--- src/rtl/vgacon_tty_ctrl.sv ---
// vgacon_tty_ctrl
//   Write-side sequencer for the VGA console text buffer. Turns a host
//   character stream into buffer writes and keeps the cursor. Handles CR, LF,
//   BS, FF and column wrap. The one-row scroll (copy rows up, blank the
//   bottom row) is held off until vertical blanking so no torn frame shows.
//   Buffer cells are 9 bits: {color[1:0], ascii[6:0]}.
//
// Ports
//   clk, rst_n              clock, asynchronous active-low reset
//   ch_valid/ch_data/       host character offer (ascii + color);
//   ch_color/ch_ready       transfer on ch_valid & ch_ready
//   vblank                  high while the display is outside the active frame
//   buf_raddr/buf_rdata     combinational buffer read port (scroll copy source)
//   buf_we/buf_waddr/       registered buffer write port
//   buf_wdata
//   cur_row/cur_col         registered cursor position
//   busy                    high whenever the controller is not idle
module vgacon_tty_ctrl #(
  parameter int NUM_ROWS = 3,
  parameter int NUM_COLS = 10,
  parameter int ADDR_W   = $clog2(NUM_ROWS*NUM_COLS)
) (
  input  logic              clk,
  input  logic              rst_n,
  input  logic              ch_valid,
  input  logic [6:0]        ch_data,
  input  logic [1:0]        ch_color,
  output logic              ch_ready,
  input  logic              vblank,
  output logic [ADDR_W-1:0] buf_raddr,
  input  logic [8:0]        buf_rdata,
  output logic              buf_we,
  output logic [ADDR_W-1:0] buf_waddr,
  output logic [8:0]        buf_wdata,
  output logic [1:0]        cur_row,
  output logic [3:0]        cur_col,
  output logic              busy
);

  localparam logic [8:0]        BLANK_CELL  = 9'h020;
  localparam logic [ADDR_W-1:0] LAST_CELL   = ADDR_W'(NUM_ROWS*NUM_COLS-1);
  localparam logic [ADDR_W-1:0] LAST_COPY   = ADDR_W'(NUM_COLS*(NUM_ROWS-1)-1);
  localparam logic [ADDR_W-1:0] LAST_BLANK  = ADDR_W'(NUM_COLS-1);
  localparam logic [ADDR_W-1:0] COLS_A      = ADDR_W'(NUM_COLS);
  localparam logic [ADDR_W-1:0] BOTTOM_BASE = ADDR_W'((NUM_ROWS-1)*NUM_COLS);
  localparam logic [3:0]        LAST_COL    = 4'(NUM_COLS-1);
  localparam logic [1:0]        LAST_ROW    = 2'(NUM_ROWS-1);

  localparam logic [6:0] C_BS = 7'h08;
  localparam logic [6:0] C_LF = 7'h0A;
  localparam logic [6:0] C_FF = 7'h0C;
  localparam logic [6:0] C_CR = 7'h0D;

  typedef enum logic [2:0] {
    S_CLEAR,
    S_IDLE,
    S_WRITE,
    S_SCROLL_WAIT,
    S_SCROLL_COPY,
    S_SCROLL_BLANK
  } state_t;

  state_t            state_reg;
  logic [ADDR_W-1:0] idx_reg;
  logic [6:0]        ch_reg;
  logic [1:0]        color_reg;
  logic [ADDR_W-1:0] cur_addr;

  assign cur_addr = ADDR_W'(cur_row) * COLS_A + ADDR_W'(cur_col);

  assign ch_ready = (state_reg == S_IDLE);
  assign busy     = (state_reg != S_IDLE);

  // Copy source is one row below the write target; it always leads the
  // pending write, so the copy never reads a cell it has already overwritten.
  assign buf_raddr = (state_reg == S_SCROLL_COPY) ? (idx_reg + COLS_A) : '0;

  always_ff @(posedge clk or negedge rst_n) begin
    if (!rst_n) begin
      state_reg <= S_CLEAR;
      idx_reg   <= '0;
      cur_row   <= '0;
      cur_col   <= '0;
      buf_we    <= 1'b0;
      buf_waddr <= '0;
      buf_wdata <= '0;
      ch_reg    <= '0;
      color_reg <= '0;
    end else begin
      // Write strobe is a one-cycle pulse unless a state re-asserts it.
      buf_we <= 1'b0;
      case (state_reg)
        S_CLEAR: begin
          buf_we    <= 1'b1;
          buf_waddr <= idx_reg;
          buf_wdata <= BLANK_CELL;
          if (idx_reg == LAST_CELL) begin
            idx_reg   <= '0;
            cur_row   <= '0;
            cur_col   <= '0;
            state_reg <= S_IDLE;
          end else begin
            idx_reg <= idx_reg + ADDR_W'(1);
          end
        end

        S_IDLE: begin
          if (ch_valid) begin
            if (ch_data >= 7'h20 && ch_data <= 7'h7E) begin
              ch_reg    <= ch_data;
              color_reg <= ch_color;
              state_reg <= S_WRITE;
            end else begin
              case (ch_data)
                C_CR: cur_col <= '0;
                C_LF: begin
                  cur_col <= '0;
                  if (cur_row < LAST_ROW) cur_row <= cur_row + 2'd1;
                  else                    state_reg <= S_SCROLL_WAIT;
                end
                C_BS: begin
                  if (cur_col != 4'd0) cur_col <= cur_col - 4'd1;
                end
                C_FF: begin
                  idx_reg   <= '0;
                  state_reg <= S_CLEAR;
                end
                default: ;  // unsupported control codes are swallowed
              endcase
            end
          end
        end

        S_WRITE: begin
          buf_we    <= 1'b1;
          buf_waddr <= cur_addr;
          buf_wdata <= {color_reg, ch_reg};
          if (cur_col < LAST_COL) begin
            cur_col   <= cur_col + 4'd1;
            state_reg <= S_IDLE;
          end else begin
            cur_col <= '0;
            if (cur_row < LAST_ROW) begin
              cur_row   <= cur_row + 2'd1;
              state_reg <= S_IDLE;
            end else begin
              state_reg <= S_SCROLL_WAIT;
            end
          end
        end

        S_SCROLL_WAIT: begin
          if (vblank) begin
            idx_reg   <= '0;
            state_reg <= S_SCROLL_COPY;
          end
        end

        // Once started, copy and blank run to completion regardless of vblank.
        S_SCROLL_COPY: begin
          buf_we    <= 1'b1;
          buf_waddr <= idx_reg;
          buf_wdata <= buf_rdata;
          if (idx_reg == LAST_COPY) begin
            idx_reg   <= '0;
            state_reg <= S_SCROLL_BLANK;
          end else begin
            idx_reg <= idx_reg + ADDR_W'(1);
          end
        end

        S_SCROLL_BLANK: begin
          buf_we    <= 1'b1;
          buf_waddr <= BOTTOM_BASE + idx_reg;
          buf_wdata <= BLANK_CELL;
          if (idx_reg == LAST_BLANK) begin
            idx_reg   <= '0;
            cur_row   <= LAST_ROW;
            cur_col   <= '0;
            state_reg <= S_IDLE;
          end else begin
            idx_reg <= idx_reg + ADDR_W'(1);
          end
        end

        default: state_reg <= S_CLEAR;
      endcase
    end
  end

endmodule

--- config.mk ---
export PLATFORM = sky130hd
export DESIGN_NAME = vgacon_tty_ctrl
export DESIGN_NICKNAME = d
export VERILOG_FILES = /design/src/rtl/vgacon_tty_ctrl.sv
export SDC_FILE = /design/constraint.sdc
export NUM_CORES = 1
export LEC_CHECK = 0
export CORE_MARGIN = 1.5
export CORE_UTILIZATION = 44
export DETAILED_ROUTE_END_ITERATION = 7
export GPL_ROUTABILITY_DRIVEN = 0
export PLACE_DENSITY = 0.72
export SLEW_MARGIN = 15
export SYNTH_ARGS = -nofsm -noshare
export SYNTH_HDL_FRONTEND = slang
export SYNTH_SLANG_ARGS = --single-unit
--- constraint.sdc ---
create_clock -name clk -period 5.29 [get_ports clk]
set_input_delay 0.7935 -clock clk [delete_from_list [all_inputs] [get_ports clk]]
set_output_delay 0.7935 -clock clk [all_outputs]
set_load 0.05 [all_outputs]
Word level (Yosys, flattened, before mapping)
Index checks and enable logic that the tools add are counted. Widths: inputs -> output; s select.

Register bits after elaboration: 38. Word-level logic and storage cells: 102.

Add/sub/neg operators: 7. Multiply operators: 1. Magnitude comparators: 4. Equal/unequal tests: 26. Muxes and demuxes: 39. Reductions and logical operators: 16.

Operator list (count): $mux 5 (8); $eq 7x4->1 const B (4); $pmux 9 s3 (1); $pmux 5 s5 (1); $mux 4 (6); $mux 3 (7); $reduce_and 7->1 (3); $mux 2 (9); $pmux 3 s6 (1); $pmux 4 s4 (1); $pmux 5 s3 (1); $ne 2x2->1 const B (6); $eq 5x5->1 const B (2); $pmux 2 s4 (1); $pmux 4 s2 (1); $reduce_bool 4->1 (2); $ge 7x6->1 const B (1); $le 7x7->1 const B (1); $eq 3x2->1 const B (2); $eq 3x3->1 const B (2); $ne 2x1->1 const B (3); $pmux 3 s2 (1); $reduce_bool 3->1 (2); $reduce_or 2->1 (3); 24 further kinds (24).

Depth between registers and ports, before layout
Gate-level depths: netlist of the first run.

Word-level depth: 6. Mapped depth: 8. Gate-level depth less buffers: 8.

Worst setup path before layout of the first run
No wires, ideal clock.

Path kind: reg-to-output. Start: register state_reg[1]. End: output port buf_raddr[3]. Arrival time: 1777 ps. Data required time: 4497 ps. Setup slack: 2720 ps. Stages on the path, launching flop included: 6. Buffers on the path: 2. Path through: dfrtp_1 > buf_4 > nor2_1 > clkbuf_1 > nand2_1 > nor2_1.

Word-level cells in the longest chain between the ends: 2.

RTL lines: start: declaration (line 63) `state_t state_reg;`; start signal: assignment (line 80) `state_reg <= S_CLEAR;`; start signal: assignment (line 101) `state_reg <= S_IDLE;`; start signal: assignment (line 112) `state_reg <= S_WRITE;`; $eq 3x3->1 (line 76) `assign buf_raddr = (state_reg == S_SCROLL_COPY) ? (idx_reg + COLS_A) : '0;`; $mux 5 (line 76); end: declaration (line 30) `output logic [ADDR_W-1:0] buf_raddr,`.

Every way passes these cells.

Final worst setup path of the first run
Start: register state_reg[1]. End: output port ch_ready.

Word-level cells in the longest chain between the ends: 1.

RTL lines: $eq 3x1->1 (line 71) `assign ch_ready = (state_reg == S_IDLE);`; end: declaration (line 28) `output logic ch_ready,`.

Every way passes these cells.

==> impl_metrics.tcl, run 1 <==
set metrics [dict create \
    postRouteAntennaNets 0 \
    dp_hpwl_um 4690 \
    start_util_pct 45.6 \
    ys_seq_area_share_pct 37.9 \
    areaGrowthSynthToFinish_pct 26.5 \
    powerDensity_nw_per_um2 680 \
    layout-drive-gt1-share_pct 11.0 \
    timing.rr.end "cur_row[0]$_DFFE_PN0P_" \
    grt_pass1_vias 2113 \
    cp.required_ns 4.50 \
    holdWs_ns 0.518 \
    synth_compound_area_share_pct 23.8 \
    post_cts_resized 0 \
    irDropWorstVdd_mv 0.364 \
    die_x_um 78.5 \
    wl_per_cell_um 17.1 \
    cpMostUsedCell "inv_1" \
    drv_cap 0 \
    worst_path_largest_cell_delay_ns 1.01 \
    path_class "reg -> out" \
    core_sq_um 5510 \
    wl_um 6490 \
    finalCriticalPeriod_ns 3.60 \
    instances_no_fill 380 \
    yosys_most_used_dff "dfrtp_1" \
    postCtsSetupBuffers 0 \
    reg2reg_from "state_reg[1]$_DFFE_PN0P_" \
    syn_inst 262 \
    worstMarginPinSlew_ns 1.00 \
    clock_path_buffers 2 \
    outcome "finished, final reports clean" \
    synthAdderAreaFrac_pct 7.28 \
    num_vias 2225 \
    max_freq_mhz 278 \
    endpoint "ch_ready" \
    critical-path-slowest-cell "dfrtp_1" \
    async_reset_ff_share_pct 100 \
    worstHoldStart "ch_reg[2]$_DFFE_PN0P_" \
    clkLatencyLatePin_ns 0.30 \
    die-area_sq_um 6170 \
    clk_pin_slew_ns 0.08 \
    synthesis.nets 298 \
    worst_ep_arrival_time_ns 2.80 \
    grt_setup_unrepaired "false" \
    reg2reg_depth 6 \
    setup_viol 0 \
    fin_total_pwr_uw 2160 \
    setup_tns_ns 0 \
    syn_area_sq_um 2510 \
    synthSimpleGateAreaFrac_pct 15.9 \
    dp_cells 372 \
    grt_start_max_net_pins 39 \
    muxShareOfSynthArea_pct 8.23 \
    overflow 0 \
    worst_slack_ns 1.69 \
    dr.pass1.iters 4 \
    fin_nets 343 \
    n_antenna_cell 0 \
    startpoint_type "register" \
    startpoint "state_reg[1]$_DFFE_PN0P_" \
    yosys_warnings 0 \
    hold_path.class "reg -> reg" \
    hold_violations 0 \
    ff2ff_setup_slack_ns 2.48 \
    drc 0 \
    synth_edf_count 0 \
    path_cells "inv_1, nand2_1, inv_1, clkdlybuf4s50_1" \
    htree_levels 2 \
    slew_violations 0 \
    drt_iter0_drc 159 \
    cts_tree "yes" \
    max_slew_margin_pct 33.2 \
    io_buffers 49 \
    largest_reg_flops 9 \
    cts_root_buf "clkbuf_8" \
    numCtsBuffers 5 \
    grt_first_pass_wirelength_um 10800 \
    std_cell_rows 27 \
    synth_area_per_cell_sq_um 9.58 \
    skew_ns 0.00418 \
    grt_usage_pct 22.3 \
    vias_per_cell 5.86 \
    antenna_found_initial 0 \
    fin_crit_sh_pct 68.0 \
    hold_buffers 0 \
    p_leak_uw 0.00129 \
    place_ws_ns 2.04 \
    crit_fanout 28 \
    cts_sinks 38 \
    synth_top_family_by_area "compound AO/OA/AOI/OAI gates" \
    die_h_um 78.5 \
    ios 50 \
    ys_ff_latch 38 \
    synth-xor-area-share_pct 1.74 \
    end_kind "primary output" \
    synth_cell_types 55 \
]
[metal layers]
layer	track usage, %	routed length (um)
met4	6.96	112
met3	4.19	385
met5	0	0
met2	34.7	3060
met1	31.3	2930
[synthesized netlist by cell type, types with 2 or more instances]
master	n	share of area, %
a21oi_1	14	2.8
clkbuf_1	8	1.2
and2_1	3	0.75
buf_2	2	0.40
o21ai_0	15	3.0
nand2b_1	5	1.2
mux2i_1	6	2.4
a22oi_1	4	1.2
a211oi_2	2	1.0
a2bb2oi_1	2	0.70
mux2_2	11	4.9
nor3_1	3	0.60
inv_1	15	2.2
or3_1	3	0.75
nand3b_1	2	0.60
a32oi_1	2	0.70
a221oi_1	18	6.3
ha_1	13	6.5
nand2_1	15	2.2
nand3_1	7	1.4
a21o_1	3	0.90
buf_4	2	0.60
nand4_1	2	0.50
nor2_1	25	3.7
xnor2_1	4	1.4
mux2_1	2	0.90
o22ai_1	9	2.2
dfrtp_1	38	38
[final cells by class]
class	instances	area, sq um
fill	471	2330
multi-input combinational	194	1430
sequential	38	951
timing repair buffer	52	508
tap	72	90.1
clock buffer	5	68.8
clock inverter	3	68.8
inverter	16	60.1
[report_power, final]
group | internal, uW | total (uW) | switching (uW)
clock | 189 | 306 | 117
combinational | 493 | 1240 | 750
sequential | 422 | 611 | 190
[how the worst min path moves through the flow]
| stage | slack (ns) | cells after the start | endpoint |
|---|---|---|---|
| after floorplan | 0.48 | 1 | ch_reg[5]$_DFFE_PN0P_ |
| after global placement | 0.49 | 1 | ch_reg[2]$_DFFE_PN0P_ |
| after detailed placement | 0.50 | 1 | ch_reg[2]$_DFFE_PN0P_ |
| after CTS | 0.52 | 1 | ch_reg[4]$_DFFE_PN0P_ |
| after global routing | 0.54 | 1 | ch_reg[2]$_DFFE_PN0P_ |
| final | 0.52 | 1 | ch_reg[2]$_DFFE_PN0P_ |
[critical path: cells and delay by family (launching register included)]
kind / cells / cell delay, ns
buffers and inverters: 3 / 1.23
flip-flops: 1 / 1.01
AND/OR/NAND/NOR: 1 / 0.26
[layout by cell type (no fill, tap or decap), drive strengths merged, types with 3 or more instances in the layout]
master and count:
clkdlybuf4s50 48, dfrtp 38, nor2 25, a221oi 18, inv 16, nand2 15, o21ai 15, a21oi 15
ha 13, mux2 13, o22ai 9, nand3 7, mux2i 6, nand2b 5, clkbuf 5, xnor2 4
a22oi 4, buf 4, and2 3, or3 3, a21o 3, nor3 3, a211oi 3, nor2b 3
[through the flow]
stage | utilization, % | area (sq um)
final | 57.7 | 3180
after global routing | 57.7 | 3180
after CTS | 57.7 | 3180
after floorplan | - | 2510
after global placement | 55.2 | 3040
after detailed placement | 55.2 | 3040
[cells by family (layout without fill, tap and decap cells)]
| family | count (synthesis) | after routing |
|---|---|---|
| simple gates | 75 | 75 |
| compound gates | 81 | 81 |
| xor+xnor | 5 | 5 |
| mux | 19 | 19 |
| buf+inv | 30 | 76 |
| flops | 38 | 38 |
| fa+ha+maj | 14 | 14 |
(Power assumes the default switching activity.)
==> inputs of run 2 (changes only) <==
- clock period: 5.29 -> 3.7 ns (I/O delays scaled with it)
==> run 2 against run 1 <==
  * Die area unchanged
  * Power up 37%
  * Non-clock buffer count up 3
  * Sequential share of layout area up 0.19 points
  * Register-to-register slack worse by 1.2 ns
  * Flip-flop and latch count unchanged
  * Critical path depth up 1
  * First-iteration DRC count up 13%
  * Count of clock-buffer cells in the layout up 1
  * Setup slack worse by 0.91 ns
  * Critical path type unchanged
==> impl_metrics.tcl, run 2 (synthesized netlist as in run 1, its figures left out) <==
set metrics [dict create \
    outcome "finished, final reports clean" \
    path_class "reg -> out" \
    p_comb_share_pct 62.7 \
    drt_iter0_drc 180 \
    vias_per_cell 5.85 \
    skew_ns 0.00668 \
    irDropWorstVdd_mv 0.601 \
    std_cell_rows 27 \
    final_common_cell "clkdlybuf4s50_1" \
    powerDensity_nw_per_um2 941 \
    slew_violations 0 \
    switching_share_pct 50.4 \
    setup_viol 0 \
    antenna_found_initial 0 \
    grt_start_max_net_pins 39 \
    dp_hpwl_um 4670 \
    switchingPower_uw 1500 \
    end_kind "primary output" \
    post_cts_resized 0 \
    hold_path.class "in -> async" \
    layout-drive-gt1-share_pct 11.9 \
    drc 0 \
    grt_usage_pct 22.1 \
    cts_sinks 38 \
    max_slew_margin_pct 43.1 \
    grt_pass1_vias 2093 \
    p_leak_uw 0.00129 \
    pwr-share-seq_pct 27.1 \
    htree_levels 2 \
    areaGrowthSynthToFinish_pct 25.7 \
    finalCriticalPeriod_ns 2.92 \
    cts_root_buf "clkbuf_8" \
    dp_cells 375 \
    p_int_uw 1470 \
    worst_ep_arrival_time_ns 2.37 \
    num_vias 2239 \
    n_antenna_cell 0 \
    grt_first_pass_wirelength_um 10600 \
    wl_um 6400 \
    io_buffers 49 \
    start_util_pct 45.6 \
    postCtsSetupBuffers 0 \
    postLayoutCellArea_sq_um 3160 \
    cts_tree "yes" \
    die_h_um 78.5 \
    drv_cap 0 \
    max_freq_mhz 342 \
    clock_path_buffers 2 \
    ios 50 \
    fin_nets 346 \
    crit_fanout 19 \
    clk_pin_slew_ns 0.08 \
    instances_no_fill 383 \
    die-area_sq_um 6170 \
    grt_setup_unrepaired "false" \
    setup_tns_ns 0 \
    dpl_cell_area_sq_um 3060 \
    core_sq_um 5510 \
    worstMarginPinSlew_ns 0.853 \
    hold_buffers 0 \
    final_util_pct 57.3 \
    overflow 0 \
    largest_reg_flops 9 \
    clock_power_share_pct 10.3 \
    dr.pass1.iters 4 \
    wl_per_cell_um 16.7 \
    hold_violations 0 \
    cp.required_ns 3.14 \
    fin_crit_sh_pct 79.0 \
    numCtsBuffers 5 \
    final_cell_mix "clkdlybuf4s50_1 (48), dfrtp_1 (38), nor2_1 (25)" \
    postRouteAntennaNets 0 \
    clkLatencyLatePin_ns 0.29 \
    startpoint_type "register" \
    die_x_um 78.5 \
]
## run 2: worst paths after layout
check                                    startpoint                       end  slack [ns]  cells after the start
min                                           rst_n    cur_col[2]$_DFFE_PN0P_        0.37                      1
max in group asynchronous                     rst_n  buf_wdata[1]$_DFFE_PN0P_        2.78                      1
min reg2reg                color_reg[0]$_DFFE_PN0P_  color_reg[0]$_DFFE_PN0P_        0.51                      1
max                        state_reg[2]$_DFFE_PN0P_                  ch_ready        0.78                      5
max reg2reg                state_reg[1]$_DFFE_PN0P_    cur_row[0]$_DFFE_PN0P_        1.24                      6
min in group clk           color_reg[0]$_DFFE_PN0P_  color_reg[0]$_DFFE_PN0P_        0.51                      1
## run 2: metal layers
layer,vias up,routed length [um],track usage [%]
met3,4,304,3.37
met4,0,46,4.82
li1,1075,-,-
met5,-,0,0
met1,1094,2960,31.6
met2,66,3080,35.1
## run 2: power by group through the flow
stage	clock network (uW)	logic [uW]	registers, uW
after global placement	0	1830	804
final	305	1860	803
after floorplan	0	1030	1080
after detailed placement	0	1850	810
after CTS	314	1860	803
after global routing	337	2020	830
## run 2: cell type report
cell class	instances	area, sq um
clock buffer	6	82.6
clock inverter	2	12.5
fill	494	2350
inverter	16	60.1
multi-input combinational	194	1430
sequential	38	951
tap	72	90.1
timing repair buffer	55	531
## run 2: critical path, cell delays in order (launching register included)
cell             delay, ns
dfrtp_1               0.38
buf_4                 0.20
nor2b_2               0.23
nand2_1               0.20
inv_1                 0.22
clkdlybuf4s50_1       0.84
## run 2: per-stage QoR
stage / worst slack (ns) / hold WS, ns / power [uW]
finish: 0.779 / 0.370 / 2970
floorplan: 1.32 / 0.259 / 2120
detailed placement: 1.06 / 0.497 / 2660
global placement: 1.14 / 0.489 / 2640
global route: 0.687 / 0.445 / 3180
CTS: 0.784 / 0.411 / 2980
==> inputs of run 3 (changes only) <==
- PLACE_DENSITY: 0.72 -> 0.75
- clock period: 3.7 -> 2.5 ns (I/O delays scaled with it)
==> run 3 against run 2 <==
  * Flip-flop and latch count did not move
  * First-iteration DRC count grew 18%
  * Clock skew is 0.0025 ns lower
  * Final cell count up 2.6%
  * Routed wire length rose by 7.0%
  * Critical path depth is 1 lower
  * Sequential power grew 53%
  * Die area unchanged
  * Setup slack worse by 0.64 ns
  * Sequential share of layout area shrank 1.7 points
  * Clock power up 120%
  * Power is 61% higher
  * Largest cell class unchanged
==> impl_metrics.tcl, run 3 (synthesized netlist as in run 1, its figures left out) <==
set metrics [dict create \
    outcome "finished, final reports clean" \
    max_slew_margin_pct 42.0 \
    worst_slack_ns 0.142 \
    switching_share_pct 47.7 \
    dr.pass1.iters 4 \
    path_class "reg -> out" \
    largest_reg_flops 9 \
    dp_hpwl_um 4910 \
    pwr-share-seq_pct 25.7 \
    fin_nets 356 \
    numCtsBuffers 5 \
    setup_tns_ns 0 \
    cp.required_ns 2.12 \
    cts_sinks 38 \
    powerDensity_nw_per_um2 1430 \
    max_freq_mhz 424 \
    regArea_sq_um 951 \
    clock_path_buffers 2 \
    wl_um 6840 \
    drt_iter0_drc 212 \
    ios 50 \
    place_ws_ns 0.0361 \
    core_sq_um 5510 \
    post_cts_resized 0 \
    fin_crit_sh_pct 94.3 \
    clkLatencyLatePin_ns 0.30 \
    die_x_um 78.5 \
    finalCriticalPeriod_ns 2.36 \
    cts_tree "yes" \
    p_comb_share_pct 60.5 \
    drv_cap 0 \
    vias_per_cell 6.01 \
    startpoint_type "register" \
    skew_ns 0.00420 \
    hold_buffers 0 \
    end_kind "primary output" \
    overflow 0 \
    final_cell_mix "clkdlybuf4s50_1 (41), dfrtp_1 (38), nor2_1 (25)" \
    hold_violations 0 \
    start_util_pct 45.6 \
    num_vias 2362 \
    grt_usage_pct 23.4 \
    grt_setup_unrepaired "false" \
    areaGrowthSynthToFinish_pct 33.4 \
    grt_first_pass_wirelength_um 11200 \
    die-area_sq_um 6170 \
    wl_per_cell_um 17.4 \
    dpl_cell_area_sq_um 3210 \
    die_h_um 78.5 \
    std_cell_rows 27 \
    reg2reg_depth 6 \
    irDropWorstVdd_mv 0.704 \
    slew_violations 0 \
    postCtsSetupBuffers 0 \
    postRouteAntennaNets 0 \
    crit_fanout 14 \
    worst_ep_arrival_time_ns 1.98 \
    p_int_uw 2500 \
    postLayoutCellArea_sq_um 3350 \
    drc 0 \
    worstMarginPinSlew_ns 0.870 \
    grt_start_max_net_pins 39 \
    hold_path.class "in -> async" \
    htree_levels 2 \
    final_common_cell "clkdlybuf4s50_1" \
    p_leak_uw 0.00139 \
    ff2ff_setup_slack_ns 0.23 \
    clk_pin_slew_ns 0.08 \
    layout-drive-gt1-share_pct 16.8 \
    clock_power_share_pct 13.8 \
    cts_root_buf "clkbuf_8" \
    holdWs_ns 0.174 \
    antenna_found_initial 0 \
    multi_input_area_sq_um 1430 \
    n_antenna_cell 0 \
    io_buffers 49 \
    n_fill_cell 463 \
    grt_pass1_vias 2205 \
    setup_viol 0 \
    switchingPower_uw 2280 \
]
-- run 3: per-stage QoR --
step,instances,total power [uW],utilization [%]
6_report,393,4780,60.8
5_1_grt,393,5060,60.8
4_1_cts,393,4780,60.8
3_5_place_dp,385,4090,58.2
3_3_place_gp,385,4040,58.2
2_1_floorplan,262,3130,-
-- run 3: layout make-up --
cell class	count	area share, %
multi-input cells	194	42.7
repair buffers	65	20.2
clock inverters	2	1.79
clock buffers	6	2.47
inverters	16	1.79
well taps	72	2.69
flip-flops and latches	38	28.4
-- run 3: power groups by stage --
| stage | logic (uW) | registers [uW] | clock network, uW |
|---|---|---|---|
| 4_1_cts | 2890 | 1220 | 668 |
| 3_3_place_gp | 2820 | 1220 | 0 |
| 3_5_place_dp | 2860 | 1230 | 0 |
| 2_1_floorplan | 1530 | 1610 | 0 |
| 5_1_grt | 3100 | 1270 | 694 |
| 6_report | 2900 | 1230 | 662 |
-- run 3: worst max-delay path, cell delays in order, from the launching register on --
cell     delay (ns)
dfrtp_1        0.64
nor2b_2        0.35
nand2_1        0.25
inv_1          0.27
buf_12         0.17
-- run 3: worst paths after layout --
path	from	endpoint
max	state_reg[0]$_DFFE_PN0P_	ch_ready
min	rst_n	buf_waddr[3]$_DFFE_PN0P_
max reg2reg	state_reg[0]$_DFFE_PN0P_	cur_row[0]$_DFFE_PN0P_
min reg2reg	ch_reg[4]$_DFFE_PN0P_	ch_reg[4]$_DFFE_PN0P_
max in group asynchronous	rst_n	buf_wdata[3]$_DFFE_PN0P_
min in group clk	ch_reg[4]$_DFFE_PN0P_	ch_reg[4]$_DFFE_PN0P_
-- run 3: per-layer routing --
layer	wire length [um]	vias to the layer above	GRT usage [%]
met3	367	6	3.49
met1	2960	1168	30.8
met2	3450	95	39.1
li1	-	1093	-
met4	69	0	7.68
met5	0	-	0
